--- src/rtl/mem_access_ctrl_pkg.sv ---
// rtl/mem_access_ctrl_pkg.sv - shared constants and types for the data-memory access unit
package mem_access_ctrl_pkg;

  localparam logic [1:0] MEM_SIZE_B = 2'b00;
  localparam logic [1:0] MEM_SIZE_H = 2'b01;
  localparam logic [1:0] MEM_SIZE_W = 2'b10;

  localparam logic [1:0] MA_IDLE  = 2'b00;
  localparam logic [1:0] MA_ISSUE = 2'b01;
  localparam logic [1:0] MA_WAIT  = 2'b10;
  localparam logic [1:0] MA_RESP  = 2'b11;

  typedef struct packed {
    logic       io;
    logic [1:0] size;
    logic       sign_ext;
  } req_attr_t;

  // Encoding 2'b11 behaves as a word access
  function automatic logic [1:0] norm_size(input logic [1:0] s);
    return (s == 2'b11) ? MEM_SIZE_W : s;
  endfunction

endpackage

--- src/rtl/mem_access_ctrl_if.sv ---
// rtl/mem_access_ctrl_if.sv - CPU-side request/response bundle of the access unit
interface mem_access_ctrl_if #(
  parameter int LEN_WORD     = 32,
  parameter int LEN_MEM_ADDR = 32
);
  logic                    order;
  logic                    io;
  logic [1:0]              size;
  logic                    sign_ext;
  logic [LEN_MEM_ADDR-1:0] address;
  logic [LEN_WORD-1:0]     i_data;
  logic                    accepted;
  logic                    accessed;
  logic                    err;
  logic [LEN_WORD-1:0]     o_data;

  modport master (
    output order, io, size, sign_ext, address, i_data,
    input  accepted, accessed, err, o_data
  );

  modport slave (
    input  order, io, size, sign_ext, address, i_data,
    output accepted, accessed, err, o_data
  );
endinterface

--- src/rtl/mem_lane_align.sv ---
// rtl/mem_lane_align.sv - byte-lane replication, write mask and load extraction
module mem_lane_align
  import mem_access_ctrl_pkg::*;
#(
  parameter int LEN_WORD = 32,
  localparam int NB      = LEN_WORD / 8,
  localparam int OFS     = $clog2(NB)
) (
  input  logic [1:0]          size,
  input  logic                sign_ext,
  input  logic [OFS-1:0]      ofs,
  input  logic [LEN_WORD-1:0] st_data,
  input  logic [LEN_WORD-1:0] ld_word,
  output logic [LEN_WORD-1:0] st_word,
  output logic [NB-1:0]       byte_mask,
  output logic [LEN_WORD-1:0] ld_value
);

  logic [LEN_WORD-1:0] shifted;
  logic                unused_shift_hi;

  assign shifted         = ld_word >> {ofs, 3'b000};
  assign unused_shift_hi = ^shifted[LEN_WORD-1:16];

  // Replicate store data, build the lane mask and extend the selected load lane(s)
  always_comb begin
    st_word   = st_data;
    byte_mask = '1;
    ld_value  = ld_word;
    case (norm_size(size))
      MEM_SIZE_B: begin
        st_word   = {NB{st_data[7:0]}};
        byte_mask = NB'(1) << ofs;
        ld_value  = {{(LEN_WORD-8){sign_ext & shifted[7]}}, shifted[7:0]};
      end
      MEM_SIZE_H: begin
        st_word   = {(NB/2){st_data[15:0]}};
        byte_mask = NB'(3) << ofs;
        ld_value  = {{(LEN_WORD-16){sign_ext & shifted[15]}}, shifted[15:0]};
      end
      default: begin
        st_word   = st_data;
        byte_mask = '1;
        ld_value  = ld_word;
      end
    endcase
  end

endmodule

--- src/rtl/mem_access_ctrl.sv ---
// rtl/mem_access_ctrl.sv - registered request/response access unit in front of a block-RAM port
module mem_access_ctrl
  import mem_access_ctrl_pkg::*;
#(
  parameter int LEN_WORD         = 32,
  parameter int LEN_MEM_ADDR     = 32,
  parameter int LEN_MEMDATA_ADDR = 17,
  parameter int READ_LATENCY     = 2,
  localparam int NB              = LEN_WORD / 8,
  localparam int OFS             = $clog2(NB),
  localparam int CW              = $clog2(READ_LATENCY + 1)
) (
  input  logic                        clk,
  input  logic                        rstn,
  mem_access_ctrl_if.slave            cpu,
  output logic [LEN_MEMDATA_ADDR-1:0] a_mem,
  output logic [LEN_WORD-1:0]         sd_mem,
  input  logic [LEN_WORD-1:0]         ld_mem,
  output logic [NB-1:0]               mem_we
);

  logic [1:0]              state;
  req_attr_t               attr_r;
  logic [LEN_MEM_ADDR-1:0] addr_r;
  logic [LEN_WORD-1:0]     data_r;
  logic                    err_r;
  logic [CW-1:0]           cnt;
  logic [LEN_WORD-1:0]     o_data_r;
  logic                    misaligned;
  logic [NB-1:0]           byte_mask;
  logic [LEN_WORD-1:0]     ld_value;

  mem_lane_align #(.LEN_WORD(LEN_WORD)) u_align (
    .size      (attr_r.size),
    .sign_ext  (attr_r.sign_ext),
    .ofs       (addr_r[OFS-1:0]),
    .st_data   (data_r),
    .ld_word   (ld_mem),
    .st_word   (sd_mem),
    .byte_mask (byte_mask),
    .ld_value  (ld_value)
  );

  // Alignment check on the incoming request, decided before it is latched
  always_comb begin
    misaligned = 1'b0;
    case (norm_size(cpu.size))
      MEM_SIZE_B: misaligned = 1'b0;
      MEM_SIZE_H: misaligned = cpu.address[0];
      default:    misaligned = |cpu.address[OFS-1:0];
    endcase
  end

  // Request latch, FSM sequencing, latency counter and load result capture
  always_ff @(posedge clk or negedge rstn) begin
    if (!rstn) begin
      state    <= MA_IDLE;
      attr_r   <= '0;
      addr_r   <= '0;
      data_r   <= '0;
      err_r    <= 1'b0;
      cnt      <= '0;
      o_data_r <= '0;
    end else begin
      case (state)
        MA_IDLE: begin
          if (cpu.order) begin
            attr_r.io       <= cpu.io;
            attr_r.size     <= cpu.size;
            attr_r.sign_ext <= cpu.sign_ext;
            addr_r          <= cpu.address;
            data_r          <= cpu.i_data;
            err_r           <= misaligned;
            state           <= misaligned ? MA_RESP : MA_ISSUE;
          end
        end
        MA_ISSUE: begin
          if (attr_r.io) begin
            state <= MA_RESP;
          end else begin
            cnt   <= CW'(READ_LATENCY - 1);
            state <= MA_WAIT;
          end
        end
        MA_WAIT: begin
          if (cnt == '0) begin
            o_data_r <= ld_value;
            state    <= MA_RESP;
          end else begin
            cnt <= cnt - 1'b1;
          end
        end
        default: state <= MA_IDLE;
      endcase
    end
  end

  assign cpu.accepted = (state == MA_IDLE);
  assign cpu.accessed = (state == MA_RESP);
  assign cpu.err      = err_r;
  assign cpu.o_data   = o_data_r;

  assign a_mem  = addr_r[LEN_MEMDATA_ADDR+OFS-1:OFS];
  assign mem_we = (state == MA_ISSUE && attr_r.io) ? byte_mask : '0;

  // Address bits above the BRAM range are intentionally ignored
  generate
    if (LEN_MEM_ADDR > LEN_MEMDATA_ADDR + OFS) begin : g_unused_addr
      logic unused_addr_hi;
      assign unused_addr_hi = ^addr_r[LEN_MEM_ADDR-1:LEN_MEMDATA_ADDR+OFS];
    end
  endgenerate

endmodule
--- src/flat_wrapper.sv ---
// flat-port wrapper written by rule: the top's interface ports become plain ports
module mem_access_ctrl_flat import mem_access_ctrl_pkg::*;
#(
  parameter int LEN_WORD         = 32,
  parameter int LEN_MEM_ADDR     = 32,
  parameter int LEN_MEMDATA_ADDR = 17,
  parameter int READ_LATENCY     = 2,
  localparam int NB              = LEN_WORD / 8,
  localparam int OFS             = $clog2(NB),
  localparam int CW              = $clog2(READ_LATENCY + 1)
)
  (clk, rstn, a_mem, sd_mem, ld_mem, mem_we, cpu_order, cpu_io, cpu_size, cpu_sign_ext, cpu_address, cpu_i_data, cpu_accepted, cpu_accessed, cpu_err, cpu_o_data);
  mem_access_ctrl_if #(.LEN_WORD(LEN_WORD), .LEN_MEM_ADDR(LEN_MEM_ADDR)) cpu_i ();
  input  logic clk;
  input  logic rstn;
  output logic [LEN_MEMDATA_ADDR-1:0] a_mem;
  output logic [LEN_WORD-1:0] sd_mem;
  input  logic [LEN_WORD-1:0] ld_mem;
  output logic [NB-1:0] mem_we;
  input wire logic [$bits(cpu_i.order)-1:0] cpu_order;
  input wire logic [$bits(cpu_i.io)-1:0] cpu_io;
  input wire logic [$bits(cpu_i.size)-1:0] cpu_size;
  input wire logic [$bits(cpu_i.sign_ext)-1:0] cpu_sign_ext;
  input wire logic [$bits(cpu_i.address)-1:0] cpu_address;
  input wire logic [$bits(cpu_i.i_data)-1:0] cpu_i_data;
  output wire logic [$bits(cpu_i.accepted)-1:0] cpu_accepted;
  output wire logic [$bits(cpu_i.accessed)-1:0] cpu_accessed;
  output wire logic [$bits(cpu_i.err)-1:0] cpu_err;
  output wire logic [$bits(cpu_i.o_data)-1:0] cpu_o_data;
  assign cpu_i.order = cpu_order;
  assign cpu_i.io = cpu_io;
  assign cpu_i.size = cpu_size;
  assign cpu_i.sign_ext = cpu_sign_ext;
  assign cpu_i.address = cpu_address;
  assign cpu_i.i_data = cpu_i_data;
  assign cpu_accepted = cpu_i.accepted;
  assign cpu_accessed = cpu_i.accessed;
  assign cpu_err = cpu_i.err;
  assign cpu_o_data = cpu_i.o_data;
  mem_access_ctrl #(.LEN_WORD(LEN_WORD), .LEN_MEM_ADDR(LEN_MEM_ADDR), .LEN_MEMDATA_ADDR(LEN_MEMDATA_ADDR), .READ_LATENCY(READ_LATENCY)) u_core (.clk(clk), .rstn(rstn), .cpu(cpu_i), .a_mem(a_mem), .sd_mem(sd_mem), .ld_mem(ld_mem), .mem_we(mem_we));
endmodule
--- config.mk ---
export PLATFORM = sky130hd
export DESIGN_NAME = mem_access_ctrl_flat
export DESIGN_NICKNAME = d
export VERILOG_FILES = /design/src/rtl/mem_access_ctrl_pkg.sv /design/src/rtl/mem_access_ctrl_if.sv /design/src/rtl/mem_lane_align.sv /design/src/rtl/mem_access_ctrl.sv /design/src/flat_wrapper.sv
export SDC_FILE = /design/constraint.sdc
export NUM_CORES = 1
export LEC_CHECK = 0
export BUFFER_PORTS_ARGS = -buffer_cell sky130_fd_sc_hd__buf_2
export CORE_AREA = 5 5 115 117
export CTS_CLUSTER_DIAMETER = 150
export DETAILED_ROUTE_END_ITERATION = 8
export DIE_AREA = 0 0 120 122
export PLACE_DENSITY = 0.7
export SYNTH_ARGS = -nofsm -noshare
export SYNTH_HDL_FRONTEND = slang
export SYNTH_SLANG_ARGS = --single-unit
--- constraint.sdc ---
create_clock -name clk -period 1.9 [get_ports clk]
set_clock_uncertainty 0.15 [all_clocks]
set_input_delay 0.285 -clock clk [delete_from_list [all_inputs] [get_ports clk]]
set_output_delay 0.285 -clock clk [all_outputs]
set_load 0.01 [all_outputs]
======== After elaboration in Yosys (flattened, before gate mapping) ========
Index checks and enable logic that the tools add are counted.
W data, S select, Z words.
word-level totals
  flip-flop bits (word level) ............. 92
  output and inout port bits .............. 88
  logic and storage cells ................. 52
operators by class
  add/sub/neg operators ................... 1
  equal/unequal tests ..................... 11
  shift-type cells ........................ 3
  multiplexer cells ....................... 15
  bitwise logic cells ..................... 2
  reductions and logical operators ........ 11
operators by type and width
  kind                   count
  $pmux W32 S2           2
  $shr A32 B5 Y16        1
  $mux W2                7
  $eq A2 B2 Y1 const B   4
  $logic_not A2 Y1       4
  $pmux W4 S2            1
  $eq A2 B1 Y1 const B   3
  $ne A2 B2 Y1 const B   3
  $pmux W2 S3            1
  $reduce_and A2 Y1      3
  $mux W4                1
  $pmux W2 S2            1
  $shl A1 B2 Y4 const A  1
  $shl A2 B2 Y4 const A  1
  $reduce_and A3 Y1      1
  $and A1 B1 Y1          2
  $ne A2 B1 Y1 const B   1
  $pmux W1 S2            1
  $reduce_bool A2 Y1     1
  $reduce_or A2 Y1       1
  $sub A2 B1 Y2 const B  1
  $logic_and A1 B1 Y1    1
  $mux W1                1

======== Longest topological paths before layout ========
Gate-level depths: netlist (run 1).
  depth in word-level cells ............... 7
  gate-level depth with buffers ........... 8
  depth with buffers taken out ............ 6

======== By module ========
From an unflattened synthesis (run 1), not the netlist that was laid out.
second synthesis, totals
  cells, all modules ...................... 429
  area total of the unflattened synthesis .. 5,078.6 um2
by module, submodules not included
  module           instances  cells each  area an instance (um2)  sequential area each (um2)
  mem_access_ctrl  1          248         3,913.8                 2,302.2
  mem_lane_align   1          181         1,164.9                 0.0

======== Worst setup path before layout (run 1) ========
OpenSTA, ideal clock, no wires.
  kind .................................... register to register
  start ................................... register u_core.state[0]
  end ..................................... register u_core.addr_r[10]
  setup time .............................. 0.125 ns
  data arrival time ....................... 1.575 ns
  slack ................................... 0.050 ns
  stages on the path, launching flop included .. 7
  buffers on the path ..................... 2
  period minus slack after synthesis ...... 1.850 ns
  cells stage by stage .................... dfrtp_1 > inv_1 > ha_1 > nand2_1 > buf_2 > buf_2 > mux2_2
on the way
  word-level cells in the longest chain between the ends .. 2
RTL lines
  what                                line                   RTL
  from (decl)                         mem_access_ctrl.sv:22  logic [1:0] state;
  from (signal assigned)              mem_access_ctrl.sv:74  state <= misaligned ? MA_RESP : MA_ISSUE;
  $logic_not A2 Y1                    n/a
  via cpu_accepted                    flat_wrapper.sv:26     output wire logic [$bits(cpu_i.accepted)-1:0] cpu_accepted;
  $reduce_and A2 Y1 (no source line)  n/a
  to (signal assigned)                mem_access_ctrl.sv:71  addr_r <= cpu.address;
  to (decl)                           mem_access_ctrl.sv:24  logic [LEN_MEM_ADDR-1:0] addr_r;
The timed path passes the listed nets, and every way through them passes these cells.
A chain may end at the register's enable or synchronous reset.

======== Final worst setup path (run 1) ========
  start ................................... register, netlist name u_core.attr_r[1]
  end ..................................... output port sd_mem[11]
on the way
  word-level cells in the longest chain between the ends .. 4
RTL lines
  what                                                     line                       RTL
  $eq A2 B2 Y1                                             mem_access_ctrl_pkg.sv:21  return (s == 2'b11) ? MEM_SIZE_W : s;
  $mux W2 *                                                mem_access_ctrl_pkg.sv:21
  $eq A2 B1 Y1 / $logic_not A2 Y1 (equally long branches)  mem_lane_align.sv:30       case (norm_size(size))
  $pmux W32 S2 *                                           mem_lane_align.sv:30
  to (decl)                                                flat_wrapper.sv:17         output logic [LEN_WORD-1:0] sd_mem;
Every way passes the cells marked *; elsewhere a longest branch is shown, timed or not.

==> results of run 1 <==
-- timing repair --
action / 4_1_cts / 5_1_grt
gates resized for setup: 27 / 24
pin swaps: 2 / 2
setup endpoints to repair: 24 / 43
gates cloned: 0 / 1
hold endpoints to repair: 44 / 0
hold buffers: 1 / 0
setup buffers: 1 / 3
-- per-layer routing --
layer	track usage	share of wire	vias to the layer above
met5	0	0.0010	-
met2	0.298	0.48	176
li1	-	-	1792
met4	0.0673	0.018	2
met3	0.0552	0.094	19
met1	0.211	0.41	1867
-- registers in the layout (all words and copies together) (netlist names) --
signal and flops:
u_core.cpu.err 1, u_core.state 2, u_core.data_r 32, u_core.attr_r 4
u_core.addr_r 19, u_core.cnt 2, u_core.cpu.o_data 32
-- logic make-up after synthesis --
group / synth area share
AOI/OAI and AO/OA: 0.133
buffers and inverters: 0.0731
DFF: 0.487
and+or+nand+nor: 0.0644
adders and majority gates: 0.0159
muxes: 0.227
-- power breakdown --
group	switching, mW	internal, mW
combinational	3.14	3.35
clock	0.739	0.987
sequential	0.661	2.98
total	4.54	7.32
-- cells in the final DEF, fill, tap and decap left out, drive strengths merged, types with 13 or more instances in the layout --
cell type / count
a21oi: 30
buf: 200
clkbuf: 13
dfrtp: 92
mux2: 78
mux2i: 17
nand2: 26
nor2: 29
o21ai: 39
-- worst reg2reg max path: cells and delay by family, from the launching register on --
| family | cells | cell delay [ns] |
|---|---|---|
| AOI/OAI and AO/OA | 2 | 0.32 |
| buffers and inverters | 2 | 0.35 |
| DFF | 1 | 0.42 |
| adders and majority gates | 1 | 0.22 |
| and+or+nand+nor | 1 | 0.21 |
-- through the flow --
step / total power, mW / util / setup TNS, ns / cells / worst slack (ns)
2_1_floorplan: 7.57 / - / 0 / 418 / 0.0499
3_3_place_gp: 9.29 / 0.467 / 0 / 712 / 0.153
3_5_place_dp: 9.48 / 0.467 / 0 / 712 / 0.106
4_1_cts: 11.7 / 0.502 / -0.929 / 730 / -0.0806
5_1_grt: 12.7 / 0.512 / -1.14 / 734 / -0.0972
6_report: 11.9 / 0.512 / -0.414 / 734 / -0.0568
-- worst paths after layout --
kind	start	to	slack, ns	depth (start not counted)
worst max-delay path	u_core.attr_r[1]	sd_mem[11]	-0.06	4
worst min-delay path	cpu_i_data[13]	u_core.data_r[13]	0.02	2
worst max register to register	u_core.state[0]	u_core.cpu.o_data[29]	0.11	6
worst min register to register	u_core.cpu.err	u_core.cpu.err	0.33	2
max in group asynchronous	rstn	u_core.attr_r[2]	0.87	3
min in group asynchronous	rstn	u_core.addr_r[13]	0.22	2
-- final cells by class --
class,count,area share
sequential,92,0.367
tap,150,0.0299
timing repair buffer,202,0.207
inverter,7,0.00419
clock inverter,4,0.00359
clock buffer,12,0.0425
multi-input combinational,267,0.346
==> results.py, run 1 <==
metrics = {
    "drt": {
        "via_per_inst": 5.25,
        "wire_per_inst_um": 17.8,
        "vias": 3856,
        "drtIter0Drc": 230,
        "wl_mm": 13.0,
        "drtPass1Iterations": 4,
        "detail-route-antenna-nets": 0,
        "drc_errors": 0,
    },
    "timing": {
        "fmax_mhz": 511,
        "slew_violations": 0,
        "final.setup.worst_slack_ns": -0.0568,
        "whs_ns": 0.0215,
        "hold_viol": 0,
        "slew_headroom": 0.762,
        "worstMarginPinSlew_ns": 0.357,
        "post-route-period-util": 1.03,
        "rsz0062_at_grt": "true",
        "min_period_ns": 1.96,
        "finalSetupViolCount": 9,
    },
    "outcome": {
        "violations": "negative setup slack",
        "outcome": "complete, but fails checks",
    },
    "final_layout": {
        "nNetsFinal": 688,
        "design_area_um2": 6280,
        "seqCellArea_um2": 2300,
        "n_antenna_cell": 0,
        "nFillCells": 1098,
        "drive_above_1_share": 0.555,
        "area_growth_pct": 32.8,
        "multi_input_area_um2": 2170,
    },
    "synthesis": {
        "yosysTopAreaCell": "dfrtp_1",
        "synth.most_common_cell": "dfrtp_1",
        "seq_area_frac_synth": 0.487,
        "syn_avg_cell_area_um2": 11.3,
        "yosys-top-cells-count": "dfrtp_1, mux2_2, a21oi_1",
        "synth_top_area_frac": 0.487,
        "synth-seq-cells": 92,
        "synth_cells": 418,
        "ys.flop_type": "dfrtp_1",
        "yosysWarningCount": 0,
        "synth.distinct_cells": 38,
        "synth-edff-count": 0,
        "synthArstFlopShare": 1.00,
        "synth.area.top_cells": "dfrtp_1, mux2_2, buf_4, mux2i_1, a21oi_1",
        "synth_area_um2": 4720,
        "synth_fp_nets": 527,
    },
    "place": {
        "place_area_um2": 5730,
        "numPortBuffers": 177,
        "gp_congestion": 0.850,
        "hpwl_mm": 9.50,
    },
    "floorplan": {
        "coreArea_um2": 12300,
        "rows": 41,
        "start_util": 0.385,
        "die_h_um": 122,
        "dieWidth_um": 120,
        "die_area_um2": 14600,
        "io_pins": 191,
    },
    "setup_path": {
        "crit_path_cell_trace": "nor2_4 -> buf_12 -> mux2_4 -> buf_6",
        "path_buf_inv": 2,
        "cp_max_fo": 8,
        "cp.arrival_ns": 1.52,
        "startpoint_type": "register",
        "cpPeakStageDelay_ns": 0.44,
        "slowest_stage": "dfrtp_2",
        "crit_path_end_kind": "primary output",
        "worstSetupPathType": "reg -> out",
        "cp_top_family": "flip-flops",
        "required_ns": 1.46,
    },
    "cts": {
        "cts.clk_slew.worst_paths_ns": 0.06,
        "cts_buffer_depth": 2,
        "cts_tree": "built",
        "htree_levels": 3,
        "cts-root-buf": "clkbuf_16",
        "numCtsBuffers": 9,
        "clkSinkCount": 92,
        "clock_latency_ns": 0.34,
    },
    "global_routing": {
        "grt_use_total": 0.176,
        "overflow": 0,
        "antenna_found_initial": 1,
        "grt_pass1_wl_mm": 20.4,
        "grt_pass1_vias": 3999,
        "grt_start_max_net_pins": 39,
    },
    "pwr": {
        "vdd_ir_drop_max_v": 0.000882,
        "power_density_nw_per_um2": 1890,
        "cellLeakagePower_nw": 3.03,
    },
    "min_path": {
        "hp-class": "in -> reg",
    },
    "flow_run": {
        "maxCapViolCount": 0,
    },
}
No activity file was read; power rests on OpenSTA's default activity.
==> run 2, diff against run 1 <==
--- a/config.mk
+++ b/config.mk
@@ -6,11 +6,11 @@
 export NUM_CORES = 1
 export LEC_CHECK = 0
 export BUFFER_PORTS_ARGS = -buffer_cell sky130_fd_sc_hd__buf_2
-export CORE_AREA = 5 5 115 117
+export CORE_AREA = 5 5 89 152
 export CTS_CLUSTER_DIAMETER = 150
 export DETAILED_ROUTE_END_ITERATION = 8
-export DIE_AREA = 0 0 120 122
-export PLACE_DENSITY = 0.7
+export DIE_AREA = 0 0 94 157
+export PLACE_DENSITY = 0.69
 export SYNTH_ARGS = -nofsm -noshare
 export SYNTH_HDL_FRONTEND = slang
 export SYNTH_SLANG_ARGS = --single-unit
==> constraint.sdc (replaced) <==
create_clock -name clk -period 1.7 [get_ports clk]
set_clock_uncertainty 0.15 [all_clocks]
set_input_delay 0.255 -clock clk [delete_from_list [all_inputs] [get_ports clk]]
set_output_delay 0.255 -clock clk [all_outputs]
set_load 0.01 [all_outputs]
==> run 2 against run 1 <==
Net effect:
- the run still ends with negative setup slack left
- sequential share of layout area shrank 4.9 points
- core utilization grew 8.8 points
- routed wire length grew 19%
- non-clock buffer count grew 82
- sequential power grew 14%
- worst hold slack lost 0.0081 ns
- die area grew 0.81%
- flip-flop and latch count is the same
- critical path depth is the same
- combinational power grew 33%
- register-to-register slack lost 0.24 ns
- clock power grew 16%
- critical path type unchanged
- critical endpoint is now sd_mem[12]
- highest routed layer is now met4
==> results.py, run 2 (same netlist as run 1, synthesis figures left out) <==
metrics = {
    "drt": {
        "dr_wl_met3_mm": 1.04,
        "top_layer": "met4",
        "drtIter0Drc": 148,
        "drtPass1Iterations": 5,
        "vias": 4267,
        "wirelength_met1_mm": 5.36,
        "detail-route-antenna-nets": 0,
        "via_per_inst": 5.13,
        "routed-wl-met2_mm": 8.35,
        "drc_errors": 0,
        "wl_mm": 15.6,
        "wire_per_inst_um": 18.7,
    },
    "min_path": {
        "hp-class": "in -> reg",
        "hp-start": "cpu_i_data[25]",
    },
    "pwr": {
        "cellLeakagePower_nw": 3.44,
        "p_comb_frac": 0.584,
        "power_density_nw_per_um2": 2040,
        "clkPwrFrac": 0.136,
        "power.share.switching": 0.386,
        "vdd_ir_drop_max_v": 0.00117,
        "p_int_mw": 9.07,
        "pwr-share-seq": 0.280,
        "netSwitchingPower_mw": 5.71,
    },
    "setup_path": {
        "cp_max_fo": 8,
        "worstSetupPathType": "reg -> out",
        "startpoint": "u_core.attr_r[1]",
        "cp.arrival_ns": 1.51,
        "startpoint_type": "register",
        "required_ns": 1.29,
        "worstReg2RegStart": "u_core.addr_r[1]",
        "crit_path_end_kind": "primary output",
    },
    "cts": {
        "cts_buffer_depth": 2,
        "cts_tree": "built",
        "numCtsBuffers": 9,
        "clock_latency_ns": 0.34,
        "clkSinkCount": 92,
        "htree_levels": 3,
        "cts.clk_slew.worst_paths_ns": 0.06,
        "cts-root-buf": "clkbuf_16",
    },
    "timing": {
        "whs_ns": 0.0134,
        "fmax_mhz": 522,
        "finalSetupViolCount": 53,
        "min_period_ns": 1.92,
        "hold_viol": 0,
        "slew_violations": 0,
        "worstMarginPinSlew_ns": 0.465,
        "slew_headroom": 0.690,
        "final.setup.worst_slack_ns": -0.215,
        "rsz0062_at_grt": "true",
        "post-route-period-util": 1.13,
    },
    "floorplan": {
        "io_pins": 191,
        "die_area_um2": 14800,
        "coreArea_um2": 12100,
        "start_util": 0.391,
        "die_h_um": 157,
        "rows": 53,
        "dieWidth_um": 94,
    },
    "final_layout": {
        "final_common_cell": "buf_2",
        "nFillCells": 999,
        "nNetsFinal": 770,
        "instances_no_fill": 831,
        "n_antenna_cell": 0,
        "final_cell_mix": "buf_2, dfrtp_1, mux2_2",
        "drive_above_1_share": 0.572,
        "area_growth_pct": 53.3,
    },
    "place": {
        "numPortBuffers": 177,
        "gp_congestion": 0.927,
        "hpwl_mm": 11.0,
        "dp.cells": 746,
    },
    "global_routing": {
        "grt_use_total": 0.214,
        "grt_pass1_vias": 4729,
        "antenna_found_initial": 0,
        "grt_pass1_wl_mm": 24.2,
        "overflow": 0,
        "grt_start_max_net_pins": 36,
    },
    "outcome": {
        "violations": "negative setup slack",
        "outcome": "complete, but fails checks",
    },
    "flow_run": {
        "maxCapViolCount": 0,
    },
}
-- run 2: changes by cell type in the layout (fill, tap and decap cells not counted), moves of 3 or more --
cell	before	now
buf_6	13	31
o21ai_0	16	7
buf_12	10	7
o21ai_1	13	16
buf_4	12	36
o21ai_2	10	16
dlygate4sd3_1	1	48
buf_2	165	159
a21oi_1	27	19
mux2_2	67	62
mux2_4	11	16
a21oi_2	3	10
clkbuf_8	3	0
-- run 2: layout make-up --
class	instances	area (um^2)	area share
Clock buffer	9	225	0.0311
Clock inverter	7	73.8	0.0102
Inverter	7	26.3	0.00363
Multi-Input combinational cell	267	2300	0.318
Sequential cell	92	2300	0.318
Tap cell	165	206	0.0285
Timing Repair Buffer	284	2100	0.290
-- run 2: power groups by stage --
stage	registers (mW)	logic (mW)	clock network (mW)
after floorplan	4.08	4.43	0
after global placement	4.06	6.67	0
after detailed placement	4.12	6.83	0
after CTS	4.12	8.24	2.08
after global routing	4.28	9.26	2.18
final	4.14	8.63	2.01
-- run 2: path summary, 6_finish.rpt --
check,to,slack [ns],cells after the start
setup / recovery,sd_mem[12],-0.22,4
hold / removal,u_core.data_r[25],0.01,2
setup reg to reg,u_core.cpu.o_data[12],-0.13,5
hold reg to reg,u_core.cpu.err,0.33,2
max in group asynchronous,u_core.attr_r[1],0.62,3
min in group asynchronous,u_core.cpu.o_data[1],0.23,2
-- run 2: stage by stage --
| stage | instance area (um^2) | TNS, ns | power [mW] | util | setup WS (ns) |
|---|---|---|---|---|---|
| 2_1_floorplan | 4760 | 0 | 8.51 | - | 0.00493 |
| 3_3_place_gp | 5870 | 0 | 10.7 | 0.487 | 0.00365 |
| 3_5_place_dp | 5870 | -0.481 | 11.0 | 0.487 | -0.0494 |
| 4_1_cts | 7090 | -6.82 | 14.4 | 0.588 | -0.256 |
| 5_1_grt | 7240 | -9.22 | 15.7 | 0.600 | -0.266 |
| 6_report | 7240 | -6.53 | 14.8 | 0.600 | -0.215 |
-- run 2: timing repair --
action,CTS,global route
setup endpoints to repair,79,96
hold endpoints to repair,72,0
hold buffers,48,0
pin swaps,9,9
resized for setup,87,22
buffers inserted,13,5
gates cloned,2,1
-- run 2: routing by layer --
metal  up-vias  track usage
met5         -            0
met4         0        0.129
met3        60       0.0497
met2       201        0.385
met1      2057        0.220
li1       1949            -
-- run 2: worst max-delay path: stages (launching register included) --
cell	delay (ns)
dfrtp_2	0.44
nor2_4	0.15
buf_12	0.15
mux2_4	0.31
buf_6	0.12
==> run 3, diff against run 2 <==
--- a/config.mk
+++ b/config.mk
@@ -10,7 +10,7 @@
 export CTS_CLUSTER_DIAMETER = 150
 export DETAILED_ROUTE_END_ITERATION = 8
 export DIE_AREA = 0 0 94 157
-export PLACE_DENSITY = 0.69
+export PLACE_DENSITY_LB_ADDON = 0.3
 export SYNTH_ARGS = -nofsm -noshare
 export SYNTH_HDL_FRONTEND = slang
 export SYNTH_SLANG_ARGS = --single-unit
==> run 3 against run 2 <==
Net effect:
- the run still ends with negative setup slack left
- routed wire length is 2.3% lower
- power grew 0.29%
- core utilization decreased by 0.32 points
- combinational power is essentially flat
- clock power up 2%
- sequential share of layout area increased by 0.19 points
- fmax is 0.93% lower
- critical path depth unchanged
- largest power group unchanged
- highest routed layer unchanged
==> results.py, run 3 (same netlist as run 1, synthesis figures left out) <==
metrics = {
    "timing": {
        "rsz0062_at_grt": "true",
        "fmax_mhz": 517,
        "tns_ns": -7.97,
        "slew_headroom": 0.663,
        "slew_violations": 0,
        "whs_ns": 0.00814,
        "finalSetupViolCount": 52,
        "hold_viol": 0,
        "min_period_ns": 1.93,
        "worstMarginPinSlew_ns": 0.506,
        "post-route-period-util": 1.14,
        "final.setup.worst_slack_ns": -0.233,
    },
    "drt": {
        "wl_mm": 15.2,
        "wire_per_inst_um": 18.5,
        "drc_errors": 0,
        "detail-route-antenna-nets": 0,
        "drtIter0Drc": 159,
        "drtPass1Iterations": 4,
        "vias": 4154,
        "via_per_inst": 5.07,
    },
    "place": {
        "numPortBuffers": 177,
        "hpwl_mm": 10.6,
        "place_area_um2": 5820,
        "gp_congestion": 0.895,
    },
    "final_layout": {
        "nFillCells": 1009,
        "design_area_um2": 7200,
        "nNetsFinal": 758,
        "multi_input_area_um2": 2360,
        "drive_above_1_share": 0.580,
        "final_common_cell": "buf_2",
        "final_cell_mix": "buf_2, dfrtp_1, mux2_2",
        "seqCellArea_um2": 2310,
        "area_growth_pct": 52.4,
    },
    "cts": {
        "cts_tree": "built",
        "cts_buffer_depth": 2,
        "cts-root-buf": "clkbuf_16",
        "numCtsBuffers": 9,
        "clock_latency_ns": 0.34,
        "cts.clk_slew.worst_paths_ns": 0.07,
        "clkSinkCount": 92,
        "htree_levels": 3,
    },
    "flow_run": {
        "maxCapViolCount": 0,
    },
    "setup_path": {
        "r2r_setup_slack_ns": -0.18,
        "cp.arrival_ns": 1.53,
        "crit_path_end_kind": "primary output",
        "startpoint_type": "register",
        "worstSetupPathType": "reg -> out",
        "r2r_cells": 5,
        "required_ns": 1.29,
        "cp_max_fo": 8,
        "worstReg2RegStart": "u_core.addr_r[0]",
        "r2r-end": "u_core.cpu.o_data[9]",
    },
    "min_path": {
        "holdPathEnd": "u_core.data_r[20]",
        "hp-class": "in -> reg",
        "hp-start": "cpu_i_data[20]",
        "holdPathStages": 2,
    },
    "floorplan": {
        "io_pins": 191,
        "dieWidth_um": 94,
        "start_util": 0.391,
        "die_h_um": 157,
        "die_area_um2": 14800,
        "coreArea_um2": 12100,
        "rows": 53,
    },
    "global_routing": {
        "grt_start_max_net_pins": 93,
        "gr-usage-met2": 0.372,
        "grt_pass1_wl_mm": 22.3,
        "overflow": 0,
        "grt_use_total": 0.195,
        "met1_usage": 0.201,
        "grt-busiest-layer": "met2",
        "grt.met3_usage": 0.0378,
        "grt_pass1_vias": 4337,
        "antenna_found_initial": 1,
    },
    "pwr": {
        "cellLeakagePower_nw": 3.39,
        "netSwitchingPower_mw": 5.76,
        "vdd_ir_drop_max_v": 0.00106,
        "clkPwrFrac": 0.138,
        "p_int_mw": 9.06,
        "p_comb_frac": 0.583,
        "power_density_nw_per_um2": 2060,
        "power.share.switching": 0.389,
        "pwr-share-seq": 0.278,
    },
    "outcome": {
        "outcome": "complete, but fails checks",
        "violations": "negative setup slack",
    },
}
run 3: how the worst max path moves through the flow:
stage | startpoint | end | slack (ns) | depth (start not counted)
6_report | u_core.attr_r[2] | sd_mem[15] | -0.23 | 4
4_1_cts | u_core.attr_r[2] | sd_mem[10] | -0.26 | 4
2_1_floorplan | u_core.state[0] | u_core.addr_r[10] | 0.005 | 6
5_1_grt | u_core.attr_r[2] | sd_mem[15] | -0.27 | 4
3_3_place_gp | u_core.addr_r[0] | u_core.cpu.o_data[13] | -0.17 | 5
3_5_place_dp | u_core.addr_r[0] | u_core.cpu.o_data[9] | -0.18 | 5
run 3: final cells by class:
class | instances | area share
clock inverters | 6 | 0.00973
well taps | 165 | 0.0287
diodes | 1 | 0.000347
clock buffers | 10 | 0.0318
multi-input cells | 267 | 0.328
inverters | 7 | 0.00434
repair buffers | 272 | 0.277
flip-flops and latches | 92 | 0.320
run 3: repair_timing:
| item | in CTS | in global routing |
|---|---|---|
| pin swaps | 8 | 16 |
| resized for setup | 55 | 60 |
| setup buffers | 10 | 5 |
| cloned | 0 | 2 |
| hold endpoints to repair | 136 | 0 |
| hold buffers | 45 | 0 |
| endpoints found under the setup margin | 77 | 77 |
run 3: per-stage QoR:
step	cells	power, mW	utilization	worst slack (ns)
after global placement	741	10.7	0.483	-0.175
final	820	14.8	0.597	-0.233
after detailed placement	741	10.9	0.483	-0.178
after floorplan	418	8.51	-	0.00493
after CTS	812	13.9	0.569	-0.259
after global routing	820	15.7	0.597	-0.272
run 3: worst max-delay path, cell delays in order (launching register included):
cell and delay, ns:
dfrtp_2 0.46, nor2_4 0.15, buf_12 0.15, mux2_4 0.31, buf_6 0.13
run 3: layer usage:
metal / vias up / wire, um
li1: 1921 / -
met1: 2061 / 5300
met2: 149 / 8670
met3: 23 / 824
met4: 0 / 405
met5: - / 0
run 3: power groups by stage:
stage	Combinational (mW)	Sequential, mW	Clock (mW)
after floorplan	4.43	4.08	0
after global placement	6.65	4.04	0
after detailed placement	6.77	4.12	0
after CTS	7.70	4.10	2.10
after global routing	9.26	4.26	2.18
final	8.65	4.12	2.05
